<file path="src/rtl/mem_arb_pkg.sv">
// mem_arb_pkg: shared types and constants for the two-master memory arbiter
package mem_arb_pkg;
    typedef enum logic [1:0] {IDLE, ACCESS, WAIT, RESP} arb_state_t;
    localparam logic MST_CPU = 1'b0;
    localparam logic MST_DBG = 1'b1;
    localparam int MEM_LATENCY_MAX = 7;
endpackage

</file>
<file path="src/rtl/rr_pick2.sv">
// rr_pick2: two-way round-robin pick; on a tie the master not granted last wins
module rr_pick2 (
    input  logic [1:0] req,
    input  logic       last_gnt,
    output logic       id,
    output logic       valid
);
    assign valid = |req;
    assign id    = (&req) ? ~last_gnt : req[1];
endmodule

</file>
<file path="src/rtl/mem_bus_arbiter.sv">
// mem_bus_arbiter: serialises two masters onto one fixed-latency memory port
module mem_bus_arbiter
    import mem_arb_pkg::*;
#(
    parameter int MEM_LATENCY = 0
) (
    input  logic        clk,
    input  logic        reset,
    input  logic        m0_req,
    input  logic        m1_req,
    input  logic        m0_we,
    input  logic        m1_we,
    input  logic [31:0] m0_addr,
    input  logic [31:0] m1_addr,
    input  logic [31:0] m0_wdata,
    input  logic [31:0] m1_wdata,
    input  logic [3:0]  m0_mask,
    input  logic [3:0]  m1_mask,
    output logic        m0_ready,
    output logic        m1_ready,
    output logic [31:0] m0_rdata,
    output logic [31:0] m1_rdata,
    output logic        mem_en,
    output logic        mem_we,
    output logic [31:0] mem_addr,
    output logic [31:0] mem_wdata,
    output logic [3:0]  mem_mask,
    input  logic [31:0] mem_rdata,
    output logic        gnt_id,
    output logic        busy
);
    localparam logic [2:0] LAT = 3'(MEM_LATENCY);
    arb_state_t state, state_d;
    logic [2:0]  cnt;
    logic        last_gnt, pick_id, pick_valid, lat_we;
    logic [31:0] rdata_q;
    rr_pick2 u_pick (
        .req      ({m1_req, m0_req}),
        .last_gnt (last_gnt),
        .id       (pick_id),
        .valid    (pick_valid)
    );
    always_ff @(posedge clk or negedge reset) begin
        if (!reset) state <= IDLE;
        else        state <= state_d;
    end
    always_comb begin
        state_d = state;
        case (state)
            IDLE:    state_d = pick_valid ? ACCESS : IDLE;
            ACCESS:  state_d = (lat_we || LAT == 3'd0) ? RESP : WAIT;
            WAIT:    state_d = (cnt == 3'd1) ? RESP : WAIT;
            default: state_d = IDLE;
        endcase
    end
    always_ff @(posedge clk or negedge reset) begin
        if (!reset) begin
            gnt_id    <= MST_CPU;
            last_gnt  <= MST_DBG;
            cnt       <= '0;
            lat_we    <= 1'b0;
            mem_addr  <= '0;
            mem_wdata <= '0;
            mem_mask  <= '0;
            rdata_q   <= '0;
        end else begin
            if (state == IDLE && pick_valid) begin
                gnt_id    <= pick_id;
                lat_we    <= pick_id ? m1_we    : m0_we;
                mem_addr  <= pick_id ? m1_addr  : m0_addr;
                mem_wdata <= pick_id ? m1_wdata : m0_wdata;
                mem_mask  <= pick_id ? m1_mask  : m0_mask;
            end
            if (state == ACCESS && !lat_we) begin
                if (LAT == 3'd0) rdata_q <= mem_rdata;
                else             cnt     <= LAT;
            end
            if (state == WAIT) begin
                cnt <= (cnt != 3'd0) ? cnt - 3'd1 : 3'd0;
                if (cnt == 3'd1) rdata_q <= mem_rdata;
            end
            if (state != RESP && state_d == RESP) last_gnt <= gnt_id;
        end
    end
    assign mem_en   = (state == ACCESS);
    assign mem_we   = mem_en & lat_we;
    assign busy     = (state != IDLE);
    assign m0_ready = (state == RESP) && (gnt_id == MST_CPU);
    assign m1_ready = (state == RESP) && (gnt_id == MST_DBG);
    assign m0_rdata = rdata_q;
    assign m1_rdata = rdata_q;
endmodule

</file>
<file path="config.mk">
export PLATFORM = sky130hd
export DESIGN_NAME = mem_bus_arbiter
export DESIGN_NICKNAME = d
export VERILOG_FILES = /design/src/rtl/mem_arb_pkg.sv /design/src/rtl/rr_pick2.sv /design/src/rtl/mem_bus_arbiter.sv
export SDC_FILE = /design/constraint.sdc
export NUM_CORES = 1
export LEC_CHECK = 0
export ABC_AREA = 1
export CAP_MARGIN = 20
export CORE_MARGIN = 8
export CORE_UTILIZATION = 37
export DETAILED_ROUTE_END_ITERATION = 7
export GPL_ROUTABILITY_DRIVEN = 0
export PLACE_DENSITY_LB_ADDON = 0.1
export SYNTH_ARGS = -nofsm -noshare
export SYNTH_HDL_FRONTEND = slang
export SYNTH_SLANG_ARGS = --single-unit
</file>
<file path="constraint.sdc">
create_clock -name clk -period 1.7 [get_ports clk]
set_input_delay 0.34 -clock clk [delete_from_list [all_inputs] [get_ports clk]]
set_output_delay 0.34 -clock clk [all_outputs]
set_load 0.02 [all_outputs]
</file>
==> results.md, run 1 <==
* Startpoint Class: register
* Via count at 5078
* Register area share after synthesis at 54.1%
* Synth warn at 0
* CP delay by family, top: buffers and inverters
* Critical path class: register to output pin
* Clock root cell: clkbuf_16
* Core footprint at 13200 um2
* Slew Viols, Final at 0
* Clock slew at reported path FFs at 0.07 ns
* Fin nets at 1064
* Overall routing resource usage at 20.9%
* DRC Markers at 0
* Synth area leaders: dfrtp_1 54%, o21ai_0 10%, nand2_1 8.6%
* Vias per std cell at 4.77
* Final Core Density at 65.9%
* Starting Density at 37.8%
* Largest net degree at the start of global routing at 54
* Final period util at 98.4%
* Total Neg Setup Slack at 0 ns
* VDD IR max at 0.809 mV
* RSZ-0062 raised after global routing: true
* Die W at 132 um
* # Max-Cap Violations at 0
* Post-Syn Nets at 779
* Ant diodes at 0
* Final ANT Viol Nets at 0
* FMAX at 598 MHz
* IO buf count at 311
* CTS Sinks at 108
* Dpl hpwl at 14500 um
* Total power draw at 15.6 mW
* Max incr delay on CP at 0.64 ns
* Num CTS Buffers at 9
* # rows at 42
* H-tree depth at 3
* Number of synthesized register bits at 108
* Netlist cell types at 22
* Crit end category: output pin
* Die Ht at 132 um
* Number of global-route vias before repair at 5494
* Worst Path Required at 1.36 ns
* Tightest Pin Transition at 0.373 ns
* Area Overhead vs Synth at 74.5%
* Hold/Removal Path Class: primary input to async pin
* CP Cell Sequence: clkdlybuf4s50_1
* Crit path arrival time at 1.33 ns
* Placed insts at 1041
* Status: complete, no violations
* Worst path buffer plus inverter count at 1
* Global-route wire length before repair at 29300 um
* Final Hold Fails at 0
* Io pins at 312
* GRT overflow at 0
* Pwr per Cell Area at 1790 nW/um2
* # setup viols final at 0
* Post-Synthesis Cells at 598
* Clk buf depth at 2
* Fin crit period at 1.67 ns
* Slew headroom at 75.2%
* Most common cell after layout, fill and taps aside: clkdlybuf4s50_1
* Initial antenna violation count at 0
* Slowest cell on crit path: clkdlybuf4s50_1
* Layout Cells excl Fill at 1064
* Routed WL per cell at 17.8 um
* Largest area contributor in the netlist: dfrtp_1
* Clk_skew at 0.00642 ns
* CTS tree: done
* Share of post-route cells with drive strength above 1 at 6.87%
* Hold Slack at 0.389 ns
* DRT Pass-1 Iters at 4
* Die area at 17500 um2
* Most frequent cells in the layout: 226 x clkdlybuf4s50_1, 114 x nand2_1, 107 x dfrtp_1
* Pleak at 4.40 nW
* Syn avg cell area at 8.36 um2
* CP max FO at 2
* Clk_lat worst skew at 0.34 ns
* Top cell type's share of synthesized area at 53.6%
* DR iter-0 viols at 280
* Synthesized cell area at 5000 um2
* Routed wire length at 18900 um
-- report_power, final --
part | switching (mW) | internal, mW
Clock | 0.908 | 1.22
Sequential | 0.791 | 3.85
Combinational | 4.86 | 3.96
Total | 6.56 | 9.03
-- state kept, by name, indices dropped and copies added (netlist names) --
| name | count |
|---|---|
| m0_rdata | 32 |
| last_gnt | 1 |
| state | 2 |
| gnt_id | 1 |
| mem_addr | 32 |
| lat_we | 1 |
| mem_wdata | 32 |
| cnt | 3 |
| mem_mask | 4 |
-- layer usage --
metal / up-vias / GRT usage (%) / wire length, um
met4: 0 / 9.40 / 607
met3: 34 / 7.43 / 1710
met5: - / 0 / 0
met2: 234 / 36.1 / 9420
met1: 2362 / 22.6 / 7150
li1: 2448 / - / -
-- per-stage QoR --
| stage | worst slack [ns] | cell area [um2] |
|---|---|---|
| after detailed placement | -0.0460 | 8210 |
| after CTS | 0.000458 | 8520 |
| final | 0.0275 | 8730 |
| after floorplan | 0.142 | 5000 |
| after global placement | 0.00112 | 8210 |
| after global routing | -0.0197 | 8730 |
-- path summary, 6_finish.rpt --
check | startpoint | endpoint | slack [ns] | depth (start not counted)
min reg2reg | last_gnt$_DFFE_PN1P_ | last_gnt$_DFFE_PN1P_ | 0.48 | 2
min | reset | m0_rdata[22]$_DFF_PN0_ | 0.39 | 2
max reg2reg | state[0]$_DFF_PN0_ | m0_rdata[21]$_DFF_PN0_ | 0.08 | 11
max | mem_wdata[27]$_DFFE_PN0N_ | mem_wdata[27] | 0.03 | 1
min in group clk | last_gnt$_DFFE_PN1P_ | last_gnt$_DFFE_PN1P_ | 0.48 | 2
max in group asynchronous | reset | last_gnt$_DFFE_PN1P_ | 0.76 | 3
-- logic make-up after synthesis --
kind of cell / Yosys count / share of synthesized area, %
AOI/OAI and AO/OA: 176 / 17.9
buffers and inverters: 115 / 11.6
adders and majority gates: 7 / 1.75
DFF: 108 / 54.1
and+or+nand+nor: 192 / 14.6
-- final cells by class --
cell class	count	area, um2
Inverter	49	184
Sequential cell	108	2700
Clock inverter	4	47.5
Tap cell	176	220
Clock buffer	12	256
Timing Repair Buffer	340	3580
Fill cell	1128	4520
Multi-Input combinational cell	375	1730
-- repair_timing --
| item | 4_1_cts | 5_1_grt |
|---|---|---|
| gates cloned | 1 | 2 |
| gates resized for setup | 44 | 68 |
| setup buffers | 1 | 2 |
| pin swaps | 0 | 1 |
| endpoints found under the setup margin | 33 | 95 |
| endpoints found under the hold margin | 9 | 0 |
| hold buffers | 1 | 0 |
-- cells in the mapped netlist --
cell and number:
nand3_1 2, buf_2 3, ha_1 7, o21ai_0 103
clkbuf_2 3, o21ai_2 1, buf_6 1, buf_1 3
dfrtp_1 107, a21oi_1 1, nand4_1 1, nand2_2 1
nor2_1 72, o21ai_4 1, inv_1 47, or2_2 1
nand2_1 115, dfstp_2 1, buf_4 36, o21ai_1 70
inv_2 2, clkbuf_1 20
Note: power is estimated with default switching activity, not from simulation.
==> run 2, diff against run 1 <==
CORE_MARGIN = 2   (was 8)
==> results.md, run 2 (synthesized netlist as in run 1, its figures left out) <==
* GRT overflow at 0
* # Max-Cap Violations at 0
* CP delay by family, top: buffers and inverters
* Cell Int Power at 9.17 mW
* Core footprint at 13200 um2
* DR iter-0 viols at 320
* Num CTS Buffers at 9
* VDD IR max at 0.833 mV
* Layout Cells excl Fill at 1067
* Crit. path cell count at 1
* FMAX at 592 MHz
* Number of global-route vias before repair at 5207
* CTS tree: done
* Worst Path Required at 1.36 ns
* Critical path class: register to output pin
* DRC Markers at 0
* Pleak at 4.73 nW
* H-tree depth at 3
* Crit path arrival time at 1.35 ns
* Worst hold stages at 2
* IO buf count at 311
* Final ANT Viol Nets at 0
* Die area at 14500 um2
* NetSw at 6.58 mW
* Final Core Density at 67.2%
* Via count at 5186
* Worst setup margin at 0.0115 ns
* Share of post-route cells with drive strength above 1 at 7.41%
* Area Overhead vs Synth at 78.1%
* Routed wire length at 17700 um
* Slowest cell on crit path: clkdlybuf4s50_1
* Ant diodes at 0
* Final period util at 99.3%
* Die W at 120 um
* Starting Density at 37.8%
* Slew Viols, Final at 0
* Clock root cell: clkbuf_16
* Global-route wire length before repair at 26500 um
* Hold/Removal Path Class: register to register
* Clk buf depth at 2
* # setup viols final at 0
* Overall routing resource usage at 23.3%
* Post-Place Worst Slack at -0.0820 ns
* Worst reg2reg setup slack at 0.07 ns
* FF-to-FF path depth at 11
* Fin nets at 1067
* Pwr per Cell Area at 1770 nW/um2
* Sequential Area at 2700 um2
* CP Cell Sequence: clkdlybuf4s50_1
* RR Startpoint: state[0]$_DFF_PN0_
* Worst setup startpoint: m0_rdata[5]$_DFF_PN0_
* Routed WL per cell at 16.6 um
* CTS Sinks at 108
* RSZ-0062 raised after global routing: true
* Sw Share at 41.8%
* Io pins at 312
* Clock slew at reported path FFs at 0.07 ns
* Startpoint Class: register
* Slew headroom at 65.1%
* Tightest Pin Transition at 0.524 ns
* Final Hold Fails at 0
* Fin crit period at 1.69 ns
* Multi-input logic area at 1760 um2
* DRT Pass-1 Iters at 4
* Worst path buffer plus inverter count at 1
* Clk_skew at 0.00647 ns
* Crit end category: output pin
* # rows at 42
* Largest net degree at the start of global routing at 59
* Status: complete, no violations
* Critical Path Sink: m1_rdata[5]
* Seq pwr share at 29.6%
* Dpl hpwl at 12600 um
* Initial antenna violation count at 0
* Clk_lat worst skew at 0.35 ns
* Most frequent cells in the layout: 205 x clkdlybuf4s50_1, 113 x nand2_1, 107 x dfrtp_1
* CP max FO at 3
* Vias per std cell at 4.86
* Most common cell after layout, fill and taps aside: clkdlybuf4s50_1
* RR Endpoint: m0_rdata[21]$_DFF_PN0_
* Clock power frac at 14.2%
* Max incr delay on CP at 0.63 ns
* Fill cell count at 1071
* Placed insts at 1040
* Die Ht at 120 um
* Comb power frac at 56.2%
[run 2: cell types whose count changed in the layout (fill, tap and decap cells not counted), moves of 3 or more]
cell and change:
dlymetal6s2s_1 +27, clkdlybuf4s50_1 -21, o21ai_0 -8, o21ai_1 +8
dlygate4sd2_1 -6, buf_12 +3
[run 2: worst min path at each step]
| stage | to | slack, ns | from |
|---|---|---|---|
| 4_1_cts | last_gnt$_DFFE_PN1P_ | 0.47 | last_gnt$_DFFE_PN1P_ |
| 3_5_place_dp | m0_rdata[16]$_DFF_PN0_ | 0.35 | reset |
| 3_3_place_gp | m0_rdata[16]$_DFF_PN0_ | 0.35 | reset |
| 5_1_grt | last_gnt$_DFFE_PN1P_ | 0.49 | last_gnt$_DFFE_PN1P_ |
| 6_report | last_gnt$_DFFE_PN1P_ | 0.47 | last_gnt$_DFFE_PN1P_ |
| 2_1_floorplan | cnt[0]$_DFFE_PN0P_ | 0.04 | reset |
[run 2: through the flow]
stage	hold WS, ns	TNS [ns]	cell area [um2]	power (mW)
final	0.467	0	8900	15.8
after global routing	0.488	-0.0369	8900	16.8
after CTS	0.467	0	8530	15.8
after detailed placement	0.354	-0.142	8240	13.7
after global placement	0.350	-0.0808	8240	13.5
after floorplan	0.0444	0	5000	9.35
[run 2: layer usage]
| metal | global-route usage [%] | share of wire, % | wire, um | up-vias |
|---|---|---|---|---|
| li1 | - | - | - | 2463 |
| met1 | 25.3 | 35 | 6280 | 2450 |
| met2 | 42.2 | 53 | 9340 | 244 |
| met3 | 7.55 | 9.4 | 1660 | 29 |
| met4 | 9.01 | 2.6 | 456 | 0 |
| met5 | 0 | 0 | 0 | - |
[run 2: final cells by class]
type,count,share of cell area [%]
tap,176,2.47
sequential,108,30.4
clock inverter,3,0.478
multi-input combinational,377,19.8
inverter,49,2.07
clock buffer,13,3.15
timing repair buffer,341,41.7
[run 2: timing repair]
item / in CTS / in global routing
resized for setup: 37 / 106
cloned: 0 / 8
hold buffers: 1 / 0
endpoints found under the setup margin: 25 / 116
endpoints found under the hold margin: 31 / 0
pin swaps: 0 / 2
buffers inserted: 0 / 2
[run 2: power by group through the flow]
stage	Clock, mW	Combinational (mW)	Sequential [mW]
after floorplan	0	3.28	6.07
after global placement	0	8.82	4.64
after detailed placement	0	8.96	4.71
after CTS	2.28	8.80	4.68
after global routing	2.39	9.58	4.83
final	2.24	8.85	4.66
==> run 3, diff against run 2 <==
CAP_MARGIN = not set   (was 20)
==> results of run 3 <==
Final layout, timing and power as in run 2 (identical DEF).
